File: src/rtl/mult_seq_32.sv
// Sequential 32x32 shift-add multiplier, one product bit per cycle, signed or unsigned.
// done strobes 33 cycles after the accepting edge; start is ignored unless idle.
module mult_seq_32 (
  input  logic        clk,
  input  logic        reset,
  input  logic        start,
  input  logic        signed_op,
  input  logic [31:0] a,
  input  logic [31:0] b,
  output logic        busy,
  output logic        done,
  output logic [31:0] hi,
  output logic [31:0] lo
);

  typedef enum logic [1:0] {
    IDLE = 2'd0,
    CALC = 2'd1,
    FIX  = 2'd2,
    DONE = 2'd3
  } state_t;

  state_t      state, state_n;
  logic [63:0] mcand;
  logic [31:0] mplier;
  logic [63:0] acc;
  logic [5:0]  cnt;
  logic        neg;
  logic [31:0] a_mag, b_mag;

  // |0x80000000| wraps back to 0x80000000, which is the correct unsigned magnitude
  assign a_mag = (signed_op && a[31]) ? (~a + 32'd1) : a;
  assign b_mag = (signed_op && b[31]) ? (~b + 32'd1) : b;

  always_ff @(posedge clk) begin
    if (reset) state <= IDLE;
    else       state <= state_n;
  end

  always_comb begin
    state_n = state;
    case (state)
      IDLE:    if (start) state_n = CALC;
      CALC:    if (cnt == 6'd31) state_n = FIX;
      FIX:     state_n = DONE;
      DONE:    state_n = IDLE;
      default: state_n = IDLE;
    endcase
  end

  always_ff @(posedge clk) begin
    if (reset) begin
      mcand  <= 64'd0;
      mplier <= 32'd0;
      acc    <= 64'd0;
      cnt    <= 6'd0;
      neg    <= 1'b0;
      hi     <= 32'd0;
      lo     <= 32'd0;
    end else begin
      case (state)
        IDLE: begin
          if (start) begin
            mcand  <= {32'd0, a_mag};
            mplier <= b_mag;
            neg    <= signed_op & (a[31] ^ b[31]);
            acc    <= 64'd0;
            cnt    <= 6'd0;
          end
        end
        CALC: begin
          if (mplier[0]) acc <= acc + mcand;
          mplier <= mplier >> 1;
          mcand  <= mcand << 1;
          cnt    <= cnt + 6'd1;
        end
        FIX: begin
          {hi, lo} <= neg ? (~acc + 64'd1) : acc;
        end
        default: ;
      endcase
    end
  end

  assign busy = (state == CALC) || (state == FIX);
  assign done = (state == DONE);

endmodule

File: config.mk
export PLATFORM = sky130hd
export DESIGN_NAME = mult_seq_32
export DESIGN_NICKNAME = d
export VERILOG_FILES = /design/src/rtl/mult_seq_32.sv
export SDC_FILE = /design/constraint.sdc
export NUM_CORES = 1
export LEC_CHECK = 0
export ABC_AREA = 1
export CAP_MARGIN = 20
export CORE_MARGIN = 8
export CORE_UTILIZATION = 60
export CTS_CLUSTER_SIZE = 30
export DETAILED_ROUTE_END_ITERATION = 6
export DONT_BUFFER_PORTS = 1
export PLACE_DENSITY = 0.82
export SYNTH_ARGS = -nofsm -noshare
export SYNTH_HDL_FRONTEND = slang
export SYNTH_SLANG_ARGS = --single-unit
File: constraint.sdc
create_clock -name clk -period 2.3 [get_ports clk]
set_input_delay 0.115 -clock clk [delete_from_list [all_inputs] [get_ports clk]]
set_output_delay 0.115 -clock clk [all_outputs]
set_load 0.01 [all_outputs]
Yosys cells after proc, flatten, opt, wreduce, memory -nomap -nowiden
Index checks and enable logic that the tools add are counted.
{"block": "op_classes", "n_addsub": 5, "n_eq_ne": 7, "n_mux": 15, "bitwise_logic": 5, "n_reduce_logical": 9}
{"operator": "$mux 64", "n": 4}
{"operator": "$pmux 64 s2", "n": 2}
{"operator": "$mux 32", "n": 3}
{"operator": "$add 32x1->32 const B", "n": 2}
{"operator": "$add 64x1->64 const B", "n": 1}
{"operator": "$add 64x64->64", "n": 1}
{"operator": "$not 32->32", "n": 2}
{"operator": "$not 64->64", "n": 1}
{"operator": "$pmux 32 s2", "n": 1}
{"operator": "$pmux 6 s2", "n": 1}
{"operator": "$pmux 2 s4", "n": 1}
{"operator": "$add 6x1->6 const B", "n": 1}
{"operator": "$eq 6x5->1 const B", "n": 1}
{"operator": "$mux 6", "n": 1}
{"operator": "$ne 2x2->1 const B", "n": 3}
{"operator": "$reduce_and 2->1", "n": 3}
{"operator": "$eq 2x2->1 const B", "n": 2}
{"operator": "$mux 2", "n": 2}
{"operator": "$reduce_and 3->1", "n": 1}
{"operator": "$eq 2x1->1 const B", "n": 1}
{"operator": "$logic_and 1x1->1", "n": 2}
{"operator": "$logic_not 2->1", "n": 1}
{"operator": "$reduce_bool 2->1", "n": 1}
{"operator": "$and 1x1->1", "n": 1}
{"operator": "other kinds (2)", "n": 2}
{"block": "totals", "reg_bits": 233, "in_bits": 68, "elab_cells": 49}

Longest topological paths before layout
{"block": "logic_depth", "word_depth": 5, "ltp_mapped": 16, "depth_no_buf": 16}

Worst setup path after synthesis
No wires, ideal clock.
{"block": "synth_timing", "path_kind": "register -> register", "start": "register mcand[0]", "end": "register acc[56]", "setup_time_ns": 0.132, "t_arrival_ns": 1.787, "required_time_ns": 2.168, "setup_slack_ns": 0.381, "stages_incl_launch_ff": 16, "n_path_buf": 0, "cell_sequence": "dfxtp_1 > ha_1 > inv_1 > fa_1 > inv_1 > nand3_1 > nand2_1 > nand2_1 > nand2_1 > nand3_1 > nand3_1 > nand2_1 > nand2_1 > nand2_1 > nand3_1 > a21oi_1"}
{"block": "synth_via", "elab_chain_cells": 3}
{"item": "from (decl)", "line": "24", "source": "logic [63:0] mcand;"}
{"item": "from (signal assigned)", "line": "64", "source": "mcand <= {32'd0, a_mag};"}
{"item": "from (signal assigned)", "line": "74", "source": "mcand <= mcand << 1;"}
{"item": "$add 64x64->64", "line": "72", "source": "if (mplier[0]) acc <= acc + mcand;"}
{"item": "$mux 64", "line": "72"}
{"item": "$pmux 64 s2", "line": "61", "source": "case (state)"}
{"item": "to (signal assigned)", "line": "72"}
{"item": "to (decl)", "line": "26", "source": "logic [63:0] acc;"}
No other way between the ends. The select of a mux whose other input is x is not followed.
A chain may end at the register's enable or synchronous reset.

Worst setup path after layout
{"block": "layout_timing", "start": "register acc[52]", "end": "register acc[61]"}
{"block": "layout_via", "elab_chain_cells": 3}
{"item": "$add 64x64->64", "line": "72"}
{"item": "$mux 64", "line": "72"}
{"item": "$pmux 64 s2", "line": "61"}
No other way between the ends. The select of a mux whose other input is x is not followed.

==> flow_summary.toml <==
[cells_and_area]
flow.area_growth_from_synthesis_pct = 19.07
finalCoreUtilization = 0.7171
finish.net_count = 3520
layout.filler_cells = 2595
layout_cell_share_with_drive_strength_beyond_1 = 0.09506
finish.instance_area_mm2 = 0.02171
num_antenna_cells = 0

[global_route]
grt_pass1_wl_um = 104900
vias_in_the_first_global_route = 20210
grt_remaining_overflow = 0
grt_antenna_before_repair = 0
maximum_number_of_pins_on_one_net_before_global_route_repair = 115
grt_use_total = 0.3547

[power]
power.clock.fraction = 0.252
total_power_of_the_final_layout_mw = 18.23
static-leakage-power_nw = 11.41
p_switching_mw = 7.858
switching_share = 0.4311
power_frac_seq = 0.322
p_per_area_mw_per_mm2 = 839.7
vdd_ir_drop_max_mv = 1.335
internal_power_mw = 10.37
power.combinational.fraction = 0.426

[setup_path]
critical_path.endpoint_type = "flip-flop"
required_time_of_the_critical_path_ns = 2.71
timing.critical_path.max_delay_family = "simple AND/OR/NAND/NOR gates"
critPathSlowestCell = "sky130_fd_sc_hd__ha_1"
worstPathCellList = "ha_1 > nand2_1 > buf_4 > nor2_1 > nand2_1 > inv_1 > nand2_1 > nor2_1 > nand2_1 > nand2_1 > nand2_1 > nand3_1 > a21oi_1"
timing.critical_path.from_type = "flip-flop"
cpMostUsedCell = "sky130_fd_sc_hd__nand2_1"
arrival_ns = 2.63
critPathMaxStageDelay_ns = 0.43
crit_fanout = 4
cp.buffers_inverters = 2
critPathKind = "reg2reg"

[yosys]
yosys.area.top_type = "sky130_fd_sc_hd__dfxtp_1"
synth.avg_cell_area_um2 = 5.657
portion_of_the_post_synthesis_area_used_by_sequential_elements = 0.2559
dominantRegCellSynth = "sky130_fd_sc_hd__dfxtp_1"
post_synth_mux_area_share = 0
synth_xor_area_frac = 0.02114
synth-async-reset-ratio = 0
synth-edff-count = 0
post_synthesis_compound_gate_area_fraction = 0.1629
netlist.area_leader.share = 0.2559
synth_simple_gate_area_share = 0.3793
post-synth-top-count-cell = "sky130_fd_sc_hd__nand2_1"
synth.top_cells.by_count = "1,032 x sky130_fd_sc_hd__nand2_1, 513 x sky130_fd_sc_hd__inv_1, 332 x sky130_fd_sc_hd__nor2_1"
synth_seq_cells = 233
combinational_family_with_the_most_area_after_synthesis = "simple AND/OR/NAND/NOR gates"
synth_area_leaders = "sky130_fd_sc_hd__dfxtp_1 26%, sky130_fd_sc_hd__nand2_1 21%, sky130_fd_sc_hd__inv_1 11%"
post_synth_adder_cell_area = 0.05051
syn-num-nets = 3364
synth_warnings = 0
synth_cells = 3223
synth_area_mm2 = 0.01823
yosys.cell_types.count = 46

[die]
initial_utilization = 0.6023
height_of_the_chip_um = 190.3
fp.dieW_um = 190.3
placementRows = 64
ioPinCount = 134
floorplan.core_area_mm2 = 0.03027
die-area_mm2 = 0.03622

[cts]
tritoncts = "yes"
clock_path_buffers = 3
cts-htree-levels = 1
cts-buffers-inserted = 27
clk_pin_slew_ns = 0.06
numClockSinks = 233
clock_latency_ns = 0.55
cts-root-buf = "sky130_fd_sc_hd__clkbuf_16"

[job]
cap_violations = 0

[sta]
tightest_slew_ns = 0.7559
unrepaired_setup_endpoints_after_global_routing = "yes"
period_needed_ns = 2.222
final_report_setup_violation_count = 0
drv_slew = 0
min_period_over_period = 0.9659
max_clock_freq_mhz = 450.1
finalClockSkew_ns = 0.009142
timing.hold.ws_ns = 0.02209
hold_viol_final = 0
timing.setup.tns_ns = 0
timing.max_slew.rel_slack = 0.4955

[placement]
globalplace.congestion = 1.019
numPortBuffers = 0
detailed_place.area_mm2 = 0.01941
dp.final_hpwl_um = 48420

[detailed_routing]
detail_route.iter0.violations = 2387
via_per_inst = 5.751
detailedRoute.firstPassIterationCount = 6
routed_wire_per_std_cell_um = 17.63
detail_route.wirelength_um = 66890
via_count = 21820
antenna_left = 0
drt_drc_violations_left = 0

[run_status]
outcome = "completed"

[worst_hold_path]
type_of_the_tightest_min_delay_check = "in2reg"
what timing repair did:
action | in CTS | in global routing
pin swaps | 0 | 9
resized for setup | 3 | 98
hold buffers | 92 | 0
hold endpoints to repair | 190 | 0
endpoints found under the setup margin | 3 | 59
buffers inserted | 0 | 5
layout make-up:
cell class,count,area [µm²],area share
Inverter,529,1986,0.09147
Multi-Input combinational cell,2361,11570,0.5332
Sequential cell,233,4676,0.2154
Timing Repair Buffer,227,2042,0.09407
Clock buffer,35,755.7,0.03481
Tap cell,396,495.5,0.02283
Clock inverter,13,178.9,0.008243
worst paths after layout:
path / endpoint / cells past startpoint / from / slack, ns
setup / recovery: acc[61] / 13 / acc[52] / 0.08
hold / removal: mplier[1] / 4 / b[0] / 0.02
setup reg to reg: acc[61] / 13 / acc[52] / 0.08
hold reg to reg: mplier[31] / 2 / mplier[31] / 0.47
cells by family after synthesis:
| family | Yosys count |
|---|---|
| AO/OA/AOI/OAI | 557 |
| XOR/XNOR | 44 |
| adder cells (fa/ha/maj) | 73 |
| buffers and inverters | 629 |
| flip-flops | 233 |
| AND/OR/NAND/NOR | 1687 |
layout by cell type (no fill, tap or decap), types with 57 or more instances in the layout:
cell type and count:
sky130_fd_sc_hd__dfxtp_1 224, sky130_fd_sc_hd__o21ai_0 145, sky130_fd_sc_hd__nand3_1 199, sky130_fd_sc_hd__ha_1 57, sky130_fd_sc_hd__nor2_1 305, sky130_fd_sc_hd__a21oi_1 307
sky130_fd_sc_hd__nand2_1 1016, sky130_fd_sc_hd__inv_1 510, sky130_fd_sc_hd__buf_4 128, sky130_fd_sc_hd__dlygate4sd3_1 91
sequential cells by signal, summed over array words and instances, names as in the netlist:
signal  cells
cnt         6
mcand      64
lo         32
state       2
hi         32
mplier     32
acc        64
neg         1
per-layer routing:
layer	GRT usage	wire (µm)	share of wire
met5	0	0	0
met4	0.1337	2679	0.040
met3	0.06547	7554	0.11
met2	0.5662	29690	0.44
met1	0.4699	26960	0.40
worst register-to-register path, stage by stage (launching register included):
cell and delay, ns:
sky130_fd_sc_hd__dfxtp_1 0.36, sky130_fd_sc_hd__ha_1 0.44, sky130_fd_sc_hd__nand2_1 0.13, sky130_fd_sc_hd__buf_4 0.16
sky130_fd_sc_hd__nor2_1 0.16, sky130_fd_sc_hd__nand2_1 0.09, sky130_fd_sc_hd__inv_1 0.10, sky130_fd_sc_hd__nand2_1 0.09
sky130_fd_sc_hd__nor2_1 0.21, sky130_fd_sc_hd__nand2_1 0.10, sky130_fd_sc_hd__nand2_1 0.07, sky130_fd_sc_hd__nand2_1 0.04
sky130_fd_sc_hd__nand3_1 0.07, sky130_fd_sc_hd__a21oi_1 0.07
per-stage QoR:
stage	worst slack, ns	cells
after floorplan	0.3806	3223
after global placement	-0.001927	3649
after detailed placement	-0.07140	3649
after CTS	0.0001763	3789
after global routing	-0.02629	3794
final	0.07834	3794
power by group through the flow:
stage / clock (mW) / combinational (mW) / sequential, mW
2_1_floorplan: 0 / 4.88 / 5.63
3_3_place_gp: 0 / 6.77 / 5.88
3_5_place_dp: 0 / 6.92 / 5.91
4_1_cts: 4.60 / 7.29 / 5.84
5_1_grt: 4.77 / 8.48 / 5.97
6_report: 4.59 / 7.77 / 5.87
No activity file was read; power rests on OpenSTA's default activity.
